==> src/rtl/rom_pkg.sv <==
// rtl/rom_pkg.sv - shared download states, ROM region codes and region boundaries
package rom_pkg;

  typedef enum logic [1:0] {
    ST_IDLE,
    ST_LOAD,
    ST_DONE,
    ST_ERROR
  } dl_state_e;

  typedef enum logic [4:0] {
    RG_MAIN_LO = 5'd0,
    RG_MAIN_HI = 5'd1,
    RG_AREA_2  = 5'd2,
    RG_AREA_3  = 5'd3,
    RG_AREA_4  = 5'd4,
    RG_AREA_5  = 5'd5,
    RG_AREA_6  = 5'd6,
    RG_AREA_7  = 5'd7,
    RG_AREA_8  = 5'd8,
    RG_AREA_9  = 5'd9,
    RG_AREA_10 = 5'd10,
    RG_AREA_11 = 5'd11,
    RG_AREA_12 = 5'd12,
    RG_AREA_13 = 5'd13,
    RG_AREA_14 = 5'd14,
    RG_PROM_0  = 5'd15,
    RG_PROM_1  = 5'd16,
    RG_PROM_2  = 5'd17,
    RG_PROM_3  = 5'd18,
    RG_BEYOND  = 5'd19
  } region_e;

  localparam int REGION_COUNT = 18;

  // Exclusive upper byte address of each region, indexed by region code.
  localparam logic [24:0] REGION_LIMIT [REGION_COUNT] = '{
    25'h04000, 25'h08000, 25'h10000, 25'h12000, 25'h14000, 25'h16000,
    25'h18000, 25'h20000, 25'h28000, 25'h30000, 25'h38000, 25'h40000,
    25'h48000, 25'h50000, 25'h58000, 25'h58100, 25'h58200, 25'h58300
  };

endpackage

==> src/rtl/rom_region_dec.sv <==
// rtl/rom_region_dec.sv - combinational byte address to ROM region decoder
module rom_region_dec
  import rom_pkg::*;
(
  input  logic [24:0] addr,
  output region_e     region
);

  // Scan from the top so the lowest matching limit wins.
  always_comb begin
    region = RG_BEYOND;
    for (int i = REGION_COUNT - 1; i >= 0; i--) begin
      if (addr < REGION_LIMIT[i]) region = region_e'(5'(i));
    end
  end

endmodule

==> src/rtl/rom_dl_ctrl.sv <==
// rtl/rom_dl_ctrl.sv - ROM image download sequencer with gap check and checksum
module rom_dl_ctrl
  import rom_pkg::*;
#(
  parameter logic [7:0]  ROM_INDEX = 8'd0,
  parameter logic [24:0] ROM_SIZE  = 25'h58300
) (
  input  logic        CLK,
  input  logic        RESET,
  input  logic        ioctl_download,
  input  logic [7:0]  ioctl_index,
  input  logic        ioctl_wr,
  input  logic [24:0] ioctl_addr,
  input  logic [7:0]  ioctl_dout,
  output logic [24:0] ADDR_DL,
  output logic [7:0]  DATA_DL,
  output logic        WR,
  output logic [4:0]  REGION,
  output logic        ROM_READY,
  output logic        DL_ERR,
  output logic [7:0]  CHECKSUM
);

  dl_state_e   state, state_nx;
  logic        dl_q;
  logic        idx_ok, dl_rise, dl_fall;
  logic        wr_hit, accept, bad_addr, enter_load;
  logic [24:0] cnt, cnt_after;
  region_e     dec_region;

  rom_region_dec u_region_dec (
    .addr   (ioctl_addr),
    .region (dec_region)
  );

  always_comb begin
    idx_ok     = (ioctl_index == ROM_INDEX);
    dl_rise    = ioctl_download && !dl_q && idx_ok;
    dl_fall    = !ioctl_download && dl_q;
    wr_hit     = (state == ST_LOAD) && ioctl_wr && idx_ok && (ioctl_addr < ROM_SIZE);
    accept     = wr_hit && (ioctl_addr == cnt);
    bad_addr   = wr_hit && (ioctl_addr != cnt);
    cnt_after  = accept ? cnt + 25'd1 : cnt;
    state_nx   = state;
    case (state)
      // A write landing on the falling edge is counted before the size check.
      ST_LOAD: begin
        if (bad_addr)     state_nx = ST_ERROR;
        else if (dl_fall) state_nx = (cnt_after == ROM_SIZE) ? ST_DONE : ST_ERROR;
      end
      default: begin
        if (dl_rise) state_nx = ST_LOAD;
      end
    endcase
    enter_load = (state != ST_LOAD) && (state_nx == ST_LOAD);
    ROM_READY  = (state == ST_DONE);
    DL_ERR     = (state == ST_ERROR);
  end

  // Sampled through reset so a download still running after reset shows no new rising edge.
  always_ff @(posedge CLK) begin
    dl_q <= ioctl_download;
  end

  always_ff @(posedge CLK) begin
    if (RESET) begin
      state    <= ST_IDLE;
      cnt      <= '0;
      CHECKSUM <= '0;
      WR       <= 1'b0;
      ADDR_DL  <= '0;
      DATA_DL  <= '0;
      REGION   <= '0;
    end else begin
      state <= state_nx;
      WR    <= accept;
      if (enter_load) begin
        cnt      <= '0;
        CHECKSUM <= '0;
      end else if (accept) begin
        cnt      <= cnt_after;
        CHECKSUM <= CHECKSUM + ioctl_dout;
        ADDR_DL  <= ioctl_addr;
        DATA_DL  <= ioctl_dout;
        REGION   <= dec_region;
      end
    end
  end

endmodule

==> config.mk <==
export PLATFORM = sky130hd
export DESIGN_NAME = rom_dl_ctrl
export DESIGN_NICKNAME = d
export VERILOG_FILES = /design/src/rtl/rom_pkg.sv /design/src/rtl/rom_region_dec.sv /design/src/rtl/rom_dl_ctrl.sv
export SDC_FILE = /design/constraint.sdc
export NUM_CORES = 1
export LEC_CHECK = 0
export ABC_AREA = 1
export CORE_ASPECT_RATIO = 0.5
export CORE_UTILIZATION = 43
export DETAILED_ROUTE_END_ITERATION = 10
export PLACE_DENSITY = 0.7
export SLEW_MARGIN = 40
export SYNTH_ARGS = -nofsm -noshare
export SYNTH_HDL_FRONTEND = slang
export SYNTH_SLANG_ARGS = --single-unit
==> constraint.sdc <==
create_clock -name CLK -period 2.72 [get_ports CLK]
set_clock_uncertainty 0.2 [all_clocks]
set_input_delay 0.68 -clock CLK [delete_from_list [all_inputs] [get_ports CLK]]
set_output_delay 0.68 -clock CLK [all_outputs]
set_load 0.03 [all_outputs]
# Word level (Yosys, flattened, before mapping)
# Index checks and enable logic that the tools add are counted.
[op_classes]
n_addsub = 2
order_cmp = 18
eq_ne = 8
n_mux = 24
n_bitwise = 1
reduce_logical = 14
[ops]
columns = ["cell", "n"]
rows = [
  ["less-than comparator 25 x 19 -> 1 bit (second input constant)", 7],
  ["less-than comparator 25 x 17 -> 1 bit (second input constant)", 5],
  ["less-than comparator 25 x 18 -> 1 bit (second input constant)", 4],
  ["two-way mux 5 bit", 16],
  ["adder 25 x 1 -> 25 bit (second input constant)", 1],
  ["== test 25 x 19 -> 1 bit (second input constant)", 1],
  ["== test 25 bit", 1],
  ["less-than comparator 25 x 15 -> 1 bit (second input constant)", 1],
  ["less-than comparator 25 x 16 -> 1 bit (second input constant)", 1],
  ["two-way mux 25 bit", 1],
  ["!= test 25 bit", 1],
  ["two-way mux 2 bit", 6],
  ["logical AND 1 bit", 9],
  ["adder 8 bit", 1],
  ["zero test 8 bit", 1],
  ["== test 2 x 1 -> 1 bit (second input constant)", 2],
  ["== test 2 bit (second input constant)", 2],
  ["zero test 1 bit", 2],
  ["!= test 2 x 1 -> 1 bit (second input constant)", 1],
  ["AND reduction 2 bit", 1],
  ["OR reduction 2 bit", 1],
  ["two-way mux 1 bit", 1],
  ["NOT 1 bit", 1],
]
[totals]
register_bits = 75
output_inout_bits = 49
wordCells = 75

# Depth between registers and ports, before layout
[depth]
depth_word = 19
mapped_depth = 20

# By module
# Synthesis repeated with hierarchy kept, for this count alone.
[unflattened]
hier_cells = 709
area_unflattened_um2 = 4494.3
[by_module_without_submodules]
columns = ["module", "n_inst", "cells_each", "area_per_inst_um2", "seq_area_each_um2"]
rows = [
  ["rom_dl_ctrl", 1, 641, 4140.2, 1501.4],
  ["rom_region_dec", 1, 68, 354.1, 0.0],
]

# Least setup slack after synthesis
# No wires, ideal clock.
[synth_path]
path_type = "input-to-reg"
start = "in ioctl_addr[21]"
end = "reg state[0]"
setup_ns = 0.109
arrival_time_ns = 2.112
required_ns = 2.411
slack_ns = 0.299
stages = 17
n_path_buf = 1
cell_sequence = "nor2_1 > nand2_1 > nor2_2 > nand2_1 > a21oi_2 > nand2_4 > buf_6 > nand2_1 > nand2_1 > inv_2 > nand2_1 > nor2_1 > nand2_1 > nor2_1 > nand3_1 > nand2_1 > inv_1"
[synth_between]
elab_chain_len = 9
elab_cells_between_ends = 12
[synth_lines]
columns = ["item", "line_no", "text"]
rows = [
  ["start: declaration", "rom_dl_ctrl.sv:13", "input logic [24:0] ioctl_addr,"],
  ["less-than comparator 25 x 19 -> 1 bit", "rom_dl_ctrl.sv:40", "wr_hit = (state == ST_LOAD) && ioctl_wr && idx_ok && (ioctl_addr < ROM_SIZE);"],
  ["logical AND 1 bit", "rom_dl_ctrl.sv:40", ""],
  ["logical AND 1 bit", "rom_dl_ctrl.sv:41", "accept = wr_hit && (ioctl_addr == cnt);"],
  ["two-way mux 25 bit", "rom_dl_ctrl.sv:43", "cnt_after = accept ? cnt + 25'd1 : cnt;"],
  ["== test 25 x 19 -> 1 bit", "rom_dl_ctrl.sv:49", "else if (dl_fall) state_nx = (cnt_after == ROM_SIZE) ? ST_DONE : ST_ERROR;"],
  ["two-way mux 1 bit", "rom_dl_ctrl.sv:49", ""],
  ["two-way mux 2 bit", "rom_dl_ctrl.sv:49", ""],
  ["two-way mux 2 bit (*)", "rom_dl_ctrl.sv:48", "if (bad_addr) state_nx = ST_ERROR;"],
  ["two-way mux 2 bit (*)", "rom_dl_ctrl.sv:45", "case (state)"],
  ["end signal: assignment", "rom_dl_ctrl.sv:75", "state <= state_nx;"],
  ["end: declaration", "rom_dl_ctrl.sv:24", "dl_state_e state, state_nx;"],
]
# Every way passes the cells marked *; elsewhere a longest branch is shown, timed or not.
# A chain may end at the register's enable or synchronous reset.

# Worst setup path in the final report
[layout_path]
start = "in ioctl_index[7]"
end = "reg state[0]"
[layout_between]
elab_chain_len = 10
elab_cells_between_ends = 13
[layout_lines]
columns = ["item", "line_no", "text"]
rows = [
  ["start: declaration", "rom_dl_ctrl.sv:11", "input logic [7:0] ioctl_index,"],
  ["zero test 8 bit (*)", "rom_dl_ctrl.sv:37", "idx_ok = (ioctl_index == ROM_INDEX);"],
  ["logical AND 1 bit (2 in a row)", "rom_dl_ctrl.sv:40", ""],
  ["logical AND 1 bit", "rom_dl_ctrl.sv:41", ""],
  ["two-way mux 25 bit", "rom_dl_ctrl.sv:43", ""],
  ["== test 25 x 19 -> 1 bit", "rom_dl_ctrl.sv:49", ""],
  ["two-way mux 1 bit", "rom_dl_ctrl.sv:49", ""],
  ["two-way mux 2 bit", "rom_dl_ctrl.sv:49", ""],
  ["two-way mux 2 bit", "rom_dl_ctrl.sv:48", ""],
  ["two-way mux 2 bit (*)", "rom_dl_ctrl.sv:45", ""],
]
# Marked as above.

==> out/qor.txt <==
Final Hold Fails - 0
Clock buffer count from CTS - 9
Slew @ Worst Pin - 420 ps
Syn_nets - 694
Post-synth EDFFs - 0
Clock share of power - 50.8%
Vias in the first global route - 4106
CTS tree - yes
Worst hold-check path type - reg2reg
Antenna violations before repair - 0
Post-synth ARST share - 0%
GPL Wtd Cong - 0.936
Worst path required time - 2770 ps
Die area - 9990 um^2
Register Area - 1500 um^2
Core area - 8980 um^2
Diode count - 0
Die width - 140 um
Post-synthesis sequential area ratio - 36.5%
Netlist Area Pre-Place - 4120 um^2
Commonest cells in the netlist - 167 x nand2_1, 110 x nor2_1, 75 x dfxtp_1
Xor/xnor cell area share of the yosys netlist - 4.90%
Seq pwr share - 41.1%
Final antenna-violating net count - 0
Synth Flop Type - dfxtp_1
Sw Share - 23.3%
Multi-input logic area - 2330 um^2
Dpl cells - 904
Switch Pwr - 0.000623 W
Post-synthesis compound-gate area fraction - 13.2%
Worst VDD drop - 0.279 mV
First-pass GRT wire length - 20400 um
Mux cell area share after synthesis - 0%
CP Max Fanout - 12
Post-Synth Adder-Cell Area - 2.92%
RSZ-0062 raised after global routing - yes
WP data arrival - 2660 ps
Post-Synthesis Cells - 640
Initial Utilization - 45.8%
Layout cells sized above 1 - 19.0%
Fin crit period - 2620 ps
Cell taking the most area after synthesis - dfxtp_1
Area Overhead vs Synth - 50.7%
Critical path startpoint category - primary input
Total number of vias - 4548
DRT iter0 DRCs - 344
Gate power share - 8.1%
Grt ovf - 0
Post-Synth Simple-Gate Area - 33.0%
Final setup viols - 0
Util after Layout - 69.0%
Ports - 94
Die span in y - 71.2 um
Combinational family with the most area after synthesis - simple AND/OR/NAND/NOR gates
IO Port Bufs - 93
# hold bufs at CTS - 0
Non-Filler Instances - 928
Worst hold margin - 236 ps
PwrDens - 431 nW/um^2
Synthesis-stage register bit count - 75
Clock Path Buffers - 2
Synth warnings - 0
Yosys cell types - 35
Max_cap viols - 0
# rows - 24
Fin crit share - 96.3%
Clock Sinks - 75
Top post-synthesis cells by area - dfxtp_1 36%, nand2_1 15%, nor2_1 10%
Internal Pwr Total - 0.00205 W
Count leader, synth - nand2_1
# nets final - 860
DRC - 0
Vias per cell - 4.90
CTS root buffer - clkbuf_16
Largest net degree at the start of global routing - 32
Drt wl/cell - 13.6 um
Status - completed
Total track usage - 26.2%
Share of Yosys cell area claimed by the top area cell type - 36.5%
Fin worst setup slack - 101 ps
Clock Pin Slew Worst Setup and Hold Paths - 60 ps
WL final - 12600 um
Fmax - 382 MHz
Syn Area/Cell - 6.43 um^2
Drt first pass iters - 5
Crit path kind - in2reg
H-Tree Level Count - 3
LEAKAGE - 2.78 nW
Slew margin rel. - 71.7%
Final Max Slew Viols - 0
Post-DP HPWL - 9460 um
Worst setup EP type - flip-flop
Dpl ws - -505 ps
# fillers - 809
Worst skew pair latency - 340 ps
-- per-layer routing --
layer  GRT usage, %  vias up  part of all wire [%]
met1           37.4     2031                    50
met5              0        -                     0
li1               -     2357                     -
met3           5.62       20                   5.7
met4           7.69        0                   1.7
met2           39.9      140                    42
-- flip-flops by register name, summed over array words and instances (netlist names) --
signal and flops:
dl_q 1, REGION 5, DATA_DL 8, ADDR_DL 25, CHECKSUM 8, WR 1, state 2, cnt 25
-- placed cells by master (no fill, tap or decap), types with 2 or more instances in the layout --
master           count
buf_12               3
nor3_1               7
xnor2_1              8
nor2_4               3
nand3_1             33
o21ai_0             44
nand2_2             10
ha_1                 7
bufinv_16            2
a211oi_1             5
a21oi_1             38
dlygate4sd2_1       14
nand3_2              2
o21ai_1              9
clkdlybuf4s50_1     68
buf_6                3
clkbuf_16            9
dlymetal6s2s_1      10
nor2_2              12
inv_1               53
dfxtp_1             75
nor2_1              98
xor2_1              15
nand4_1              4
nand2_1            158
buf_4               76
inv_2               22
-- cell families (layout without fill, tap and decap cells) --
logic type / after synthesis / in the layout
flops: 75 / 75
simple gates: 333 / 334
xor+xnor: 23 / 23
fa+ha+maj: 9 / 9
buf+inv: 97 / 267
compound gates: 103 / 103
-- cell type report --
cell class / count / area share, %
Multi-Input combinational cell: 469 / 37.5
Timing Repair Buffer: 175 / 25.9
Sequential cell: 75 / 24.2
Inverter: 76 / 4.64
Clock buffer: 10 / 3.85
Tap cell: 117 / 2.36
Clock inverter: 6 / 1.55
-- critical path: stages --
cell	delay, ps
clkdlybuf4s50_1	400
nor2_1	100
nand2_1	100
nor2_4	150
nand3_2	110
a21oi_4	270
nand2_8	130
nand2_1	80
nand2_1	50
inv_1	80
nand2_1	50
nor2_1	100
nand2_1	90
nor2_1	110
nand3_1	70
nand2_1	60
inv_1	30
-- power groups by stage --
stage | logic, W | clock network, W | registers (W)
detailed placement | 0.000215 | 0 | 0.00112
finish | 0.000216 | 0.00136 | 0.00110
CTS | 0.000213 | 0.00137 | 0.00110
floorplan | 0.0000704 | 0 | 0.00112
global placement | 0.000214 | 0 | 0.00112
global route | 0.000237 | 0.00143 | 0.00110
-- through the flow --
step                power, W  TNS [ps]  area [um^2]
floorplan            0.00119         0         4120
global placement     0.00134    -17680         5690
detailed placement   0.00134    -20790         5690
CTS                  0.00268         0         6110
global route         0.00276     -78.0         6200
finish               0.00267         0         6200
-- final timing paths --
| path | slack (ps) | to | from | cells after the start |
|---|---|---|---|---|
| setup / recovery | 100 | state[0] | ioctl_index[7] | 17 |
| hold / removal | 240 | ADDR_DL[19] | ADDR_DL[19] | 2 |
| setup reg to reg | 160 | state[0] | cnt[0] | 12 |
| hold reg to reg | 240 | ADDR_DL[19] | ADDR_DL[19] | 2 |
-- timing repair --
| action | CTS | global route |
|---|---|---|
| buffers inserted | 5 | 2 |
| cloned | 1 | 0 |
| endpoints found under the setup margin | 40 | 45 |
| resized for setup | 33 | 33 |
| pin swaps | 13 | 22 |
Note: power is estimated with default switching activity, not from simulation.
